<file path="config.mk">
export PLATFORM = sky130hd
export DESIGN_NAME = lcd_status_reader
export DESIGN_NICKNAME = d
export VERILOG_FILES = /design/src/rtl/lcd_status_reader.sv
export SDC_FILE = /design/constraint.sdc
export NUM_CORES = 1
export LEC_CHECK = 0
export BUFFER_PORTS_ARGS = -buffer_cell sky130_fd_sc_hd__clkbuf_2
export CORE_MARGIN = 2
export CORE_UTILIZATION = 40
export CTS_BUF_LIST = sky130_fd_sc_hd__clkbuf_16
export DETAILED_ROUTE_END_ITERATION = 12
export HOLD_SLACK_MARGIN = 0.05
export PLACE_DENSITY = 0.69
export SLEW_MARGIN = 20
export SYNTH_ARGS = -nofsm -noshare
export SYNTH_HDL_FRONTEND = slang
export SYNTH_SLANG_ARGS = --single-unit
</file>
<file path="constraint.sdc">
create_clock -name clk -period 1.49 [get_ports clk]
set_input_delay 0.3725 -clock clk [delete_from_list [all_inputs] [get_ports clk]]
set_output_delay 0.3725 -clock clk [all_outputs]
set_load 0.02 [all_outputs]
</file>
<file path="src/rtl/lcd_status_reader.sv">
// HD44780 instruction-register read (RS=0, RW=1): samples busy flag and address counter,
// either once or repeatedly until busy clears, bounded by MAX_POLLS reads.
module lcd_status_reader #(
   parameter int T_SETUP   = 1,
   parameter int E_HIGH    = 2,
   parameter int E_LOW     = 2,
   parameter int MAX_POLLS = 255
) (
   input  logic       clk,
   input  logic       rst,
   input  logic       en_clk,
   input  logic       rd_req,
   input  logic       poll_mode,
   input  logic [7:0] lcd_data_in,
   output logic       lcd_rs,
   output logic       lcd_rw,
   output logic       lcd_e,
   output logic       lcd_bus_req,
   output logic       busy_flag,
   output logic [6:0] addr_cnt,
   output logic       rd_done,
   output logic       timeout
);

   localparam int TMAX   = (T_SETUP > E_HIGH) ? ((T_SETUP > E_LOW) ? T_SETUP : E_LOW)
                                              : ((E_HIGH > E_LOW) ? E_HIGH : E_LOW);
   localparam int TICK_W = $clog2(TMAX + 1);
   localparam int PW     = $clog2(MAX_POLLS + 1);

   localparam logic [TICK_W-1:0] SETUP_LAST = TICK_W'(T_SETUP - 1);
   localparam logic [TICK_W-1:0] E_HI_LAST  = TICK_W'(E_HIGH - 1);
   localparam logic [TICK_W-1:0] HOLD_LAST  = TICK_W'(E_LOW - 1);
   localparam logic [PW-1:0]     POLL_MAX   = PW'(MAX_POLLS);

   typedef enum logic [2:0] {IDLE, SETUP, E_HI, HOLD, CHECK, DONE} state_t;

   state_t            state, state_nxt;
   logic [TICK_W-1:0] tick_cnt;
   logic [TICK_W-1:0] tick_last;
   logic [PW-1:0]     poll_cnt;
   logic              poll_q;
   logic              phase_end;
   logic              poll_exhausted;
   logic              finish;
   logic              e_nxt, rw_nxt, done_nxt;

   function automatic logic [PW-1:0] sat_inc(input logic [PW-1:0] v);
      return (v == {PW{1'b1}}) ? v : v + 1'b1;
   endfunction

   assign lcd_rs = 1'b0;

   always_comb begin
      tick_last = '0;
      case (state)
         SETUP:   tick_last = SETUP_LAST;
         E_HI:    tick_last = E_HI_LAST;
         HOLD:    tick_last = HOLD_LAST;
         default: tick_last = '0;
      endcase
   end

   assign phase_end      = en_clk && (tick_cnt == tick_last);
   assign poll_exhausted = poll_q && busy_flag && (poll_cnt >= POLL_MAX);
   // The end-of-read decision is taken as HOLD expires so a finished read lands straight in DONE;
   // only a repeat poll spends the extra CHECK cycle.
   assign finish         = !poll_q || !busy_flag || (poll_cnt >= POLL_MAX);

   always_comb begin
      state_nxt = state;
      case (state)
         IDLE:    if (rd_req) state_nxt = SETUP;
         SETUP:   if (phase_end) state_nxt = E_HI;
         E_HI:    if (phase_end) state_nxt = HOLD;
         HOLD:    if (phase_end) state_nxt = finish ? DONE : CHECK;
         CHECK:   state_nxt = SETUP;
         DONE:    state_nxt = IDLE;
         default: state_nxt = IDLE;
      endcase
   end

   always_comb begin
      e_nxt    = (state_nxt == E_HI);
      rw_nxt   = (state_nxt != IDLE);
      done_nxt = (state_nxt == DONE);
   end

   always_ff @(posedge clk) begin
      if (!rst) begin
         state       <= IDLE;
         tick_cnt    <= '0;
         poll_cnt    <= '0;
         poll_q      <= 1'b0;
         lcd_e       <= 1'b0;
         lcd_rw      <= 1'b0;
         lcd_bus_req <= 1'b0;
         rd_done     <= 1'b0;
         timeout     <= 1'b0;
         busy_flag   <= 1'b0;
         addr_cnt    <= '0;
      end else begin
         state       <= state_nxt;
         lcd_e       <= e_nxt;
         lcd_rw      <= rw_nxt;
         lcd_bus_req <= rw_nxt;
         rd_done     <= done_nxt;

         if (state_nxt != state || !(state inside {SETUP, E_HI, HOLD}))
            tick_cnt <= '0;
         else if (en_clk)
            tick_cnt <= tick_cnt + 1'b1;

         if (state == IDLE && rd_req) begin
            poll_q   <= poll_mode;
            poll_cnt <= '0;
            timeout  <= 1'b0;
         end

         if (state == E_HI && phase_end) begin
            busy_flag <= lcd_data_in[7];
            addr_cnt  <= lcd_data_in[6:0];
            poll_cnt  <= sat_inc(poll_cnt);
         end

         if (state == HOLD && phase_end && poll_exhausted)
            timeout <= 1'b1;
      end
   end

endmodule

</file>
== Word-level counts from Yosys, hierarchy flattened ==
Cells that the tools add are included.

* Output and inout port bits: 14
* Logic and storage cells: 57
* Bits in registers: 26

* Mux-type cells: 12
* $lt $le $gt $ge: 1
* Eq/ne operators: 10
* Reductions and logical operators: 21
* Bitwise logic cells: 1
* Add/subtract/negate cells: 2

{| class="wikitable"
|+ Operator list
! operator !! count
|-
| two-way mux 8 bit || 3
|-
| case mux 3 bit (5 select lines) || 1
|-
| two-way mux 3 bit || 4
|-
| == test 3 x 2 -> 1 bit (second input constant) || 3
|-
| adder 8 x 1 -> 8 bit (second input constant) || 1
|-
| == test 8 bit (second input constant) || 1
|-
| greater-or-equal comparator 8 bit (second input constant) || 1
|-
| logical AND 1 bit || 7
|-
| == test 3 bit (second input constant) || 2
|-
| nonzero test 3 bit || 2
|-
| two-way mux 1 bit || 4
|-
| nonzero test 2 bit || 2
|-
| OR reduction 2 bit || 2
|-
| == test 3 x 1 -> 1 bit (second input constant) || 1
|-
| zero test 1 bit || 3
|-
| zero test 3 bit || 1
|-
| logical OR 1 bit || 3
|-
| inequality test 3 bit || 1
|-
| adder 2 x 1 -> 2 bit (second input constant) || 1
|-
| == test 2 bit || 1
|-
| inequality test 2 bit (second input constant) || 1
|-
| AND reduction 2 bit || 1
|-
| inverter 1 bit || 1
|}

== Depth between registers and ports, before layout ==
Gate-level depths: netlist (run 1).

* Depth in word-level cells: 10
* Mapped depth: 6
* Gate-level depth less buffers: 5

== Least setup slack after synthesis (run 1) ==
No wires, ideal clock.

* Kind: register to register
* From: reg poll_cnt[0]
* To: reg timeout
* Buffers on the path: 0
* Data arrival time: 1539 ps
* Path slack: -119 ps
* Required time: 1420 ps
* Cell stages (with the launch flop): 6
* Cells stage by stage: dfxtp_1 ha_1 nand4_1 or2_2 or3_1 a21oi_1

* Longest elaborated chain between the ends: 4
* Elaborated cells on any way between the ends: 5
* Those cells by class: 1 x order compare; 1 x mux; 3 x reduce/logical

{| class="wikitable"
|+ RTL lines
! element !! RTL line !! RTL
|-
| start: declaration || 40 || <nowiki>logic [PW-1:0] poll_cnt;</nowiki>
|-
| start signal: assignment || 122 || <nowiki>poll_cnt <= sat_inc(poll_cnt);</nowiki>
|-
| greater-or-equal comparator 8 bit (*) || 64 || <nowiki>assign poll_exhausted = poll_q && busy_flag && (poll_cnt >= POLL_MAX);</nowiki>
|-
| logical AND 1 bit (*) || 64 ||
|-
| logical AND 1 bit (*) || 125 || <nowiki>if (state == HOLD && phase_end && poll_exhausted)</nowiki>
|-
| two-way mux 1 bit or nonzero test 2 bit (tied branches) || n/a ||
|-
| end signal: assignment || 98 || <nowiki>timeout <= 1'b0;</nowiki>
|-
| end signal: assignment || 116 || <nowiki>timeout <= 1'b0;</nowiki>
|-
| end signal: assignment || 126 || <nowiki>timeout <= 1'b1;</nowiki>
|-
| end: declaration || 22 || <nowiki>output logic timeout</nowiki>
|}

Mark *: on every way between the ends. The rest lies on a longest branch, timed or not.
A chain may end at the register's enable or synchronous reset.

== Final worst setup path (run 1) ==
* From: reg state[0]
* To: reg poll_cnt[7]

* Longest elaborated chain between the ends: 8
* Elaborated cells on any way between the ends: 13
* Those cells by class: 4 x eq/ne; 2 x mux; 7 x reduce/logical

{| class="wikitable"
|+ RTL lines
! element !! RTL line !! RTL
|-
| start: declaration || 37 || <nowiki>state_t state, state_nxt;</nowiki>
|-
| start signal: assignment || 102 || <nowiki>state <= state_nxt;</nowiki>
|-
| == test 3 x 2 -> 1 bit, on equally long branches || 55, 119 ||
|-
| OR reduction 2 bit (no line) || n/a ||
|-
| two-way mux 1 bit || 55 || <nowiki>case (state)</nowiki>
|-
| == test 2 bit || 63 || <nowiki>assign phase_end = en_clk && (tick_cnt == tick_last);</nowiki>
|-
| logical AND 1 bit || 63 ||
|-
| logical AND 1 bit || 119 || <nowiki>if (state == E_HI && phase_end) begin</nowiki>
|-
| inequality test 2 bit (no line) or nonzero test 2 bit (tied branches) || n/a ||
|-
| AND reduction 2 bit (no line) || n/a ||
|}

Several ways; a longest one is shown, not always the timed one.

==> results of run 1 <==
[critical path: cells and delay by family, from the launching register on]
kind,cells,cell delay (ns)
AO/OA/AOI/OAI,1,0.44
AND/OR/NAND/NOR,2,0.66
flip-flops,1,0.37
[routing by layer]
metal	GRT usage, %	part of all wire (%)	wire length [µm]
met5	0	0	0
met2	32.61	49	1627
met4	7.619	1.0	34
met3	4.113	5.3	175
met1	25.63	44	1450
[layout make-up]
class | instances | area [µm²]
Clock buffer | 3 | 75.07
Clock inverter | 1 | 30.03
Inverter | 3 | 11.26
Sequential cell | 26 | 530.5
Timing Repair Buffer | 54 | 350.3
Tap cell | 33 | 41.29
Multi-Input combinational cell | 104 | 701.9
Fill cell | 252 | 1262
[state kept, by name, indices dropped and copies added (netlist names)]
signal and flops:
lcd_bus_req 1, timeout 1, poll_q 1, poll_cnt 8, lcd_e 1, rd_done 1, busy_flag 1, tick_cnt 2
state 3, addr_cnt 7
[worst min-delay path by stage]
stage,startpoint,depth (start not counted),endpoint,slack (ns)
detailed placement,addr_cnt[4]$_SDFFE_PN0P_,2,addr_cnt[4]$_SDFFE_PN0P_,0.46
finish,lcd_data_in[7],3,busy_flag$_SDFFE_PN0P_,0.32
CTS,lcd_data_in[7],3,busy_flag$_SDFFE_PN0P_,0.32
global placement,addr_cnt[2]$_SDFFE_PN0P_,2,addr_cnt[2]$_SDFFE_PN0P_,0.44
floorplan,poll_q$_SDFFE_PN0P_,2,poll_q$_SDFFE_PN0P_,0.46
global route,lcd_data_in[2],3,addr_cnt[2]$_SDFFE_PN0P_,0.33
[metrics by stage]
step	power (mW)	std cells	worst slack, ns	cell area [µm²]
after floorplan	0.8564	142	-0.02497	1251
after detailed placement	0.9207	217	-0.1914	1548
after CTS	1.716	224	-0.01380	1713
final	1.723	224	-0.04938	1740
after global placement	0.9140	217	-0.08347	1548
after global routing	1.768	224	-0.1028	1740
[kinds of logic (layout without fill, tap and decap cells)]
family	count (synthesis)	count (layout)	synth area share (%)
buf+inv	12	61	6.137
fa+ha+maj	1	1	1.006
compound gates	32	32	18.71
flops	26	26	41.85
mux	4	4	3.320
simple gates	63	63	26.56
other cells	1	1	0.3015
xor+xnor	3	3	2.113
[power by group]
part | internal (mW) | total [mW] | switching [mW]
Combinational | 0.0978 | 0.203 | 0.105
Clock | 0.535 | 0.793 | 0.258
Sequential | 0.710 | 0.727 | 0.0172
Total | 1.34 | 1.72 | 0.380
[cell usage in the layout (no fill, tap or decap), drive strengths merged, types with 2 or more instances in the layout]
| cell | n |
|---|---|
| o21a | 3 |
| a311oi | 2 |
| or2 | 2 |
| nor2b | 2 |
| xor2 | 2 |
| or3 | 2 |
| nand4 | 2 |
| nor2 | 6 |
| nand3 | 7 |
| a21oi | 14 |
| and3 | 3 |
| dfxtp | 26 |
| o2111ai | 2 |
| buf | 29 |
| clkbuf | 28 |
| inv | 3 |
| mux2i | 3 |
| a2111oi | 2 |
| nand2 | 28 |
| nand2b | 2 |
| a2111o | 2 |
[repair_timing]
item                       4_1_cts  5_1_grt
pin swaps                       12        5
hold buffers                     0        0
buffers inserted                 3        0
resized for setup               13        7
setup endpoints to repair       21       14
==> results.md, run 1 <==
- Initial core utilization: 41.42%
- Critical path class: flop to flop
- Die H: 59.76 µm
- Commonest cells in the synthesized netlist: nand2_1, dfxtp_1, a21oi_1
- Worst-path clk slew: 0.07 ns
- Synthesized area per cell: 8.758 µm²
- CTS sink count: 26
- CP endpoint kind: flop
- Core area: 0.003003 mm²
- GRT Residual Overflow: 0
- Startpoint types: flop
- Row Count: 20
- Largest area contributor in the netlist: dfxtp_1
- GR Util All Layers: 19.94%
- CTS root buf: clkbuf_16
- Largest net degree at the start of global routing: 16
- Seq/Total Area, Yosys: 41.85%
- IO Pins: 27
- Die X: 59.76 µm
- Worst R2R End: poll_cnt[7]$_SDFFE_PN0P_
- EDFF count, synth: 0
- Final min period: 1.539 ns
- Number of global-route vias before repair: 1,181
- Drt pass-1 iters: 4
- R2r setup slk: -0.05 ns
- Setup ws final: -0.04938 ns
- DRT iter0 DRCs: 36
- Vias per inst: 5.549
- Req. time, crit path: 1.70 ns
- # H-tree levels: 1
- Initial antenna violation count: 0
- Fin. max-slew vios: 0
- Nets@finish: 206
- Post-layout util: 57.96%
- Antenna cell count: 0
- Clk Latency, worst-skew pair: 0.26 ns
- Post-DP HPWL: 2.251 mm
- Status: finished with violations
- Number of max-cap violations: 0
- Final setup fails: 5
- Syn nets: 156
- Top-area cell type share of the netlist area: 41.85%
- R2R cell count: 3
- Synth top area cells: dfxtp_1, nand2_1, a21oi_1
- CP peak stage delay: 0.58 ns
- Flop and latch count out of synthesis: 26
- # DRC: 0
- Syn-to-layout area delta: 39.94%
- Tcrit/Tclk final: 103.3%
- Die area: 0.003571 mm²
- Worst Hold Class: primary input to flop
- First-pass GRT wire length: 5.361 mm
- Final-report hold violation count: 0
- Failing checks: negative setup slack
- CP startpoint: state[0]$_SDFF_PN0_
- Synth unique cells: 45
- Setup TNS: -0.08451 ns
- CP Cell Sequence: or4b_4 > a2111o_1 > nand2_1
- Asr flop ratio synth: 0%
- RSZ-0062 raised after global routing: yes
- Layout cells sized above 1: 43.98%
- Fmax: 649.6 MHz
- Vias post-DR: 1,243
- TritonCTS clock tree: built
- Number of buffers created by CTS: 3
- Worst-path fanout max: 8
- Worst vdd ir: 531.9 µV
- Arrival @ worst endpoint: 1.75 ns
- WL per Instance: 14.67 µm
- P_leak: 0.7448 nW
- Skew final: 0.002021 ns
- Final Wtd Congestion: 0.8621
- Final hold slack: 0.3235 ns
- FF-to-FF Start: state[0]$_SDFF_PN0_
- Synthesized instance count: 142
- Critical-path top delay cell: or4b_4
- Most frequent cell after synthesis: nand2_1
- Mapped cell area: 0.001244 mm²
- PD cells: 990.1 mW/mm²
- Final ANT Viol Nets: 0
- Synth Flop Type: dfxtp_1
- Warnings, synthesis: 0
- CTS Buffer Depth: 2
- I/O Buffers: 25
- CP Capture Point: poll_cnt[7]$_SDFFE_PN0P_
- Drt total wl: 3.287 mm
Power figures use the tool's default switching activity.
==> inputs of run 2 (changes only) <==
Settings changed: GPL_TIMING_DRIVEN set to 0, HOLD_SLACK_MARGIN 0.05 to 0.1, PLACE_DENSITY 0.69 to 0.67.
Clock period 1.49 ns to 1.65 ns, I/O delays scaled along.
==> results.md, run 2 (same netlist as run 1, synthesis figures left out) <==
- Status: complete, no violations
- Routing usage on met2: 28.11%
- Final min period: 1.610 ns
- Critical path class: flop to flop
- Clk Latency, worst-skew pair: 0.26 ns
- Initial core utilization: 41.42%
- Final ANT Viol Nets: 0
- PD cells: 855.9 mW/mm²
- Worst path depth: 4
- Tcrit/Tclk final: 97.55%
- Largest registers: poll_cnt: 8 flops, addr_cnt: 7 flops, state: 3 flops
- Die area: 0.003571 mm²
- R2R cell count: 4
- Commonest non-fill, non-tap cell in the layout: nand2_1
- Layout fillers: 278
- TritonCTS clock tree: built
- First-pass GRT wire length: 4.291 mm
- Worst-path fanout max: 10
- GRT Residual Overflow: 0
- Post-DP HPWL: 1.912 mm
- Arrival @ worst endpoint: 1.81 ns
- Dpl cells: 200
- Area of the multi-input gates: 698.2 µm²
- Vias per inst: 5.442
- Req. time, crit path: 1.85 ns
- Initial antenna violation count: 0
- Hold depth: 3
- Skew final: 0.001730 ns
- Vias post-DR: 1,121
- CTS Buffer Depth: 2
- Largest net degree at the start of global routing: 15
- Final hold slack: 0.3720 ns
- Setup TNS: 0 ns
- Fin cells: 206
- Gr busiest metal: met2
- Worst-path clk slew: 0.06 ns
- Final-report hold violation count: 0
- Die H: 59.76 µm
- Drt pass-1 iters: 4
- GR Util met1: 18.04%
- Register area: 529.3 µm²
- RSZ-0062 raised after global routing: yes
- Startpoint types: flop
- Fin. max-slew vios: 0
- DRT iter0 DRCs: 25
- Number of global-route vias before repair: 1,061
- Die X: 59.76 µm
- CTS sink count: 26
- Setup ws final: 0.04038 ns
- Max reg flops: 8
- IO Pins: 27
- Worst path bufs/invs: 1
- CP endpoint kind: flop
- Antenna cell count: 0
- Drt total wl: 2.680 mm
- Met3 Use GR: 3.247%
- # DRC: 0
- Number of buffers created by CTS: 3
- Syn-to-layout area delta: 25.96%
- Nets@finish: 188
- GR Util All Layers: 15.50%
- Worst Hold Class: primary input to flop
- Final Wtd Congestion: 0.8794
- Post-route design area: 0.001567 mm²
- CP Cell Sequence: or4b_4 > buf_6 > a2111o_1 > nand2_1
- Final setup fails: 0
- Most frequent cells in the layout: nand2_1, clkbuf_2, dfxtp_1
- # H-tree levels: 1
- P_leak: 0.6308 nW
- CTS root buf: clkbuf_16
- Instance area after placement: 0.001410 mm²
- Post-layout util: 52.17%
- Most flops, register: poll_cnt
- CP peak stage delay: 0.60 ns
- Fmax: 621.3 MHz
- Layout cells sized above 1: 32.37%
- Core area: 0.003003 mm²
- Tot Pwr: 1.341 mW
- Number of max-cap violations: 0
- I/O Buffers: 25
- WL per Instance: 13.01 µm
- Row Count: 20
- Worst vdd ir: 601.5 µV
- Place WS: -0.1508 ns
- Critical-path top delay cell: or4b_4
- Crit path max-delay family: simple AND/OR/NAND/NOR gates
run 2: where the power goes:
| part | switching (mW) | internal, mW |
|---|---|---|
| Combinational | 0.0914 | 0.0693 |
| Sequential | 0.00883 | 0.637 |
| Clock | 0.210 | 0.324 |
run 2: cell type report:
type	count	share of cell area, %
Sequential cell	26	33.79
Multi-Input combinational cell	104	44.57
Timing Repair Buffer	27	8.946
Tap cell	33	2.636
Buffer	9	4.313
Inverter	3	0.7189
Clock buffer	3	4.792
Clock inverter	1	0.2396
run 2: per-layer routing:
metal | wire (µm) | vias to the layer above
met1 | 1190 | 523
met3 | 72 | 4
met4 | 32 | 0
met2 | 1385 | 20
li1 | - | 574
met5 | 0 | -
run 2: path summary, 6_finish.rpt:
check	from	endpoint	slack (ns)
min reg2reg	addr_cnt[6]$_SDFFE_PN0P_	addr_cnt[6]$_SDFFE_PN0P_	0.46
min	lcd_data_in[2]	addr_cnt[2]$_SDFFE_PN0P_	0.37
max reg2reg	state[2]$_SDFF_PN0_	poll_cnt[7]$_SDFFE_PN0P_	0.04
max	state[2]$_SDFF_PN0_	poll_cnt[7]$_SDFFE_PN0P_	0.04
run 2: timing repair:
item	4_1_cts	5_1_grt
hold endpoints to repair	0	0
endpoints found under the setup margin	7	9
resized for setup	5	11
pin swaps	1	4
buffers inserted	1	1
hold buffers	0	0
run 2: worst min-delay path, delay by kind of cell:
family | cells | cell delay (ns)
and+or+nand+nor | 1 | 0.05
AOI/OAI and AO/OA | 1 | 0.05
buffers and inverters | 1 | 0.08
==> inputs of run 3 (changes only) <==
Settings changed: PLACE_DENSITY 0.67 to 0.69.
Clock period 1.65 ns to 1.3 ns, I/O delays scaled along.
==> results.md, run 3 (same netlist as run 1, synthesis figures left out) <==
- Status: finished with violations
- Failing checks: negative setup slack
- Tcrit/Tclk final: 123.6%
- Post-layout util: 65.54%
- Largest registers: poll_cnt: 8 flops, addr_cnt: 7 flops, state: 3 flops
- Commonest non-fill, non-tap cell in the layout: clkbuf_2
- Arrival @ worst endpoint: 1.79 ns
- Initial antenna violation count: 0
- Fin. max-slew vios: 0
- Die H: 59.76 µm
- Antenna cell count: 0
- Most frequent cells in the layout: clkbuf_2, buf_4, nand2_1
- PD cells: 923.0 mW/mm²
- IO Pins: 27
- Area of the multi-input gates: 807.0 µm²
- Final ANT Viol Nets: 0
- Worst Hold Class: primary input to flop
- First-pass GRT wire length: 5.644 mm
- Number of buffers created by CTS: 3
- Slew HR: 62.27%
- Final hold slack: 0.2795 ns
- Startpoint types: flop
- GRT Residual Overflow: 0
- Die X: 59.76 µm
- Setup ws final: -0.3069 ns
- Register area: 541.8 µm²
- Final-report hold violation count: 0
- Skew final: 0.002843 ns
- Worst vdd ir: 488.3 µV
- CTS Buffer Depth: 2
- Core area: 0.003003 mm²
- I/O Buffers: 25
- Final setup fails: 22
- Drt pass-1 iters: 4
- # DRC: 0
- RSZ-0062 raised after global routing: yes
- DRT iter0 DRCs: 36
- Fin cells: 236
- Final min period: 1.607 ns
- Layout cells sized above 1: 56.65%
- Number of global-route vias before repair: 1,246
- # H-tree levels: 1
- R2r setup slk: -0.31 ns
- WL per Instance: 16.05 µm
- CTS root buf: clkbuf_16
- P_leak: 0.8143 nW
- Critical path class: flop to flop
- Fmax: 622.3 MHz
- Most flops, register: poll_cnt
- Max reg flops: 8
- Layout fillers: 221
- Die area: 0.003571 mm²
- TritonCTS clock tree: built
- Place WS: -0.3931 ns
- Nets@finish: 218
- Dpl cells: 200
- CTS Hold Bufs: 0
- Clk Latency, worst-skew pair: 0.26 ns
- Initial core utilization: 41.42%
- Vias per inst: 5.661
- Post-DP HPWL: 1.940 mm
- Final Wtd Congestion: 0.8233
- Req. time, crit path: 1.48 ns
- Syn-to-layout area delta: 58.25%
- Vias post-DR: 1,336
- GR Util All Layers: 20.78%
- Largest net degree at the start of global routing: 15
- Row Count: 20
- Number of max-cap violations: 0
- Worst-path fanout max: 5
- CP endpoint kind: flop
- Pin slew with the least headroom to its limit: 0.5660 ns
- Setup TNS: -3.870 ns
- Worst-path clk slew: 0.07 ns
- CTS sink count: 26
- Drt total wl: 3.788 mm
run 3: cell count changes in the layout (fill, tap and decap cells not counted), sizes merged:
cell and delta:
buf +30, clkbuf -1, o211ai +1
run 3: cell type report:
type                    instances  area share, %
multi-input cells             105          41.00
flip-flops and latches         26          27.53
repair buffers                 57          21.11
clock buffers                   3          3.814
plain buffers                   8          3.687
well taps                      33          2.098
inverters                       3         0.5722
clock inverters                 1         0.1907
run 3: where the power goes:
part,leakage [nW],internal [mW],switching [mW]
clock,0.0385,0.412,0.283
combinational,0.561,0.152,0.147
sequential,0.215,0.807,0.0152
total,0.814,1.37,0.445
run 3: final timing paths:
check,from,endpoint,cells after the start
setup / recovery,poll_cnt[0]$_SDFFE_PN0P_,poll_cnt[1]$_SDFFE_PN0P_,7
hold / removal,lcd_data_in[4],addr_cnt[4]$_SDFFE_PN0P_,3
setup reg to reg,poll_cnt[0]$_SDFFE_PN0P_,poll_cnt[1]$_SDFFE_PN0P_,7
hold reg to reg,addr_cnt[0]$_SDFFE_PN0P_,addr_cnt[0]$_SDFFE_PN0P_,2
run 3: metrics by stage:
stage,power (mW),instance area [µm²]
after floorplan,0.9873,1289
after global placement,1.036,1455
after detailed placement,1.041,1455
after CTS,1.783,1792
after global routing,1.858,1968
final,1.817,1968
run 3: layer usage:
metal	share of wire (%)	vias to the layer above	GRT usage, %	routed length [µm]
met5	0	-	0	0
met4	3.3	0	11.43	124
met3	5.5	12	2.814	209
met2	51	49	35.09	1920
met1	41	641	25.23	1535
li1	-	634	-	-
run 3: what timing repair did:
item                       4_1_cts  5_1_grt
gates resized for setup         26       30
setup endpoints to repair       24       24
pin swaps                       13       16
hold endpoints to repair         0        0
cloned                           1        0
setup buffers                   22       10
run 3: worst max-delay path, stage by stage (launching register included):
cell      delay (ns)
dfxtp_4         0.37
ha_4            0.13
nand4_1         0.19
buf_4           0.21
o211ai_4        0.23
buf_4           0.17
nand3_2         0.09
a21oi_2         0.15
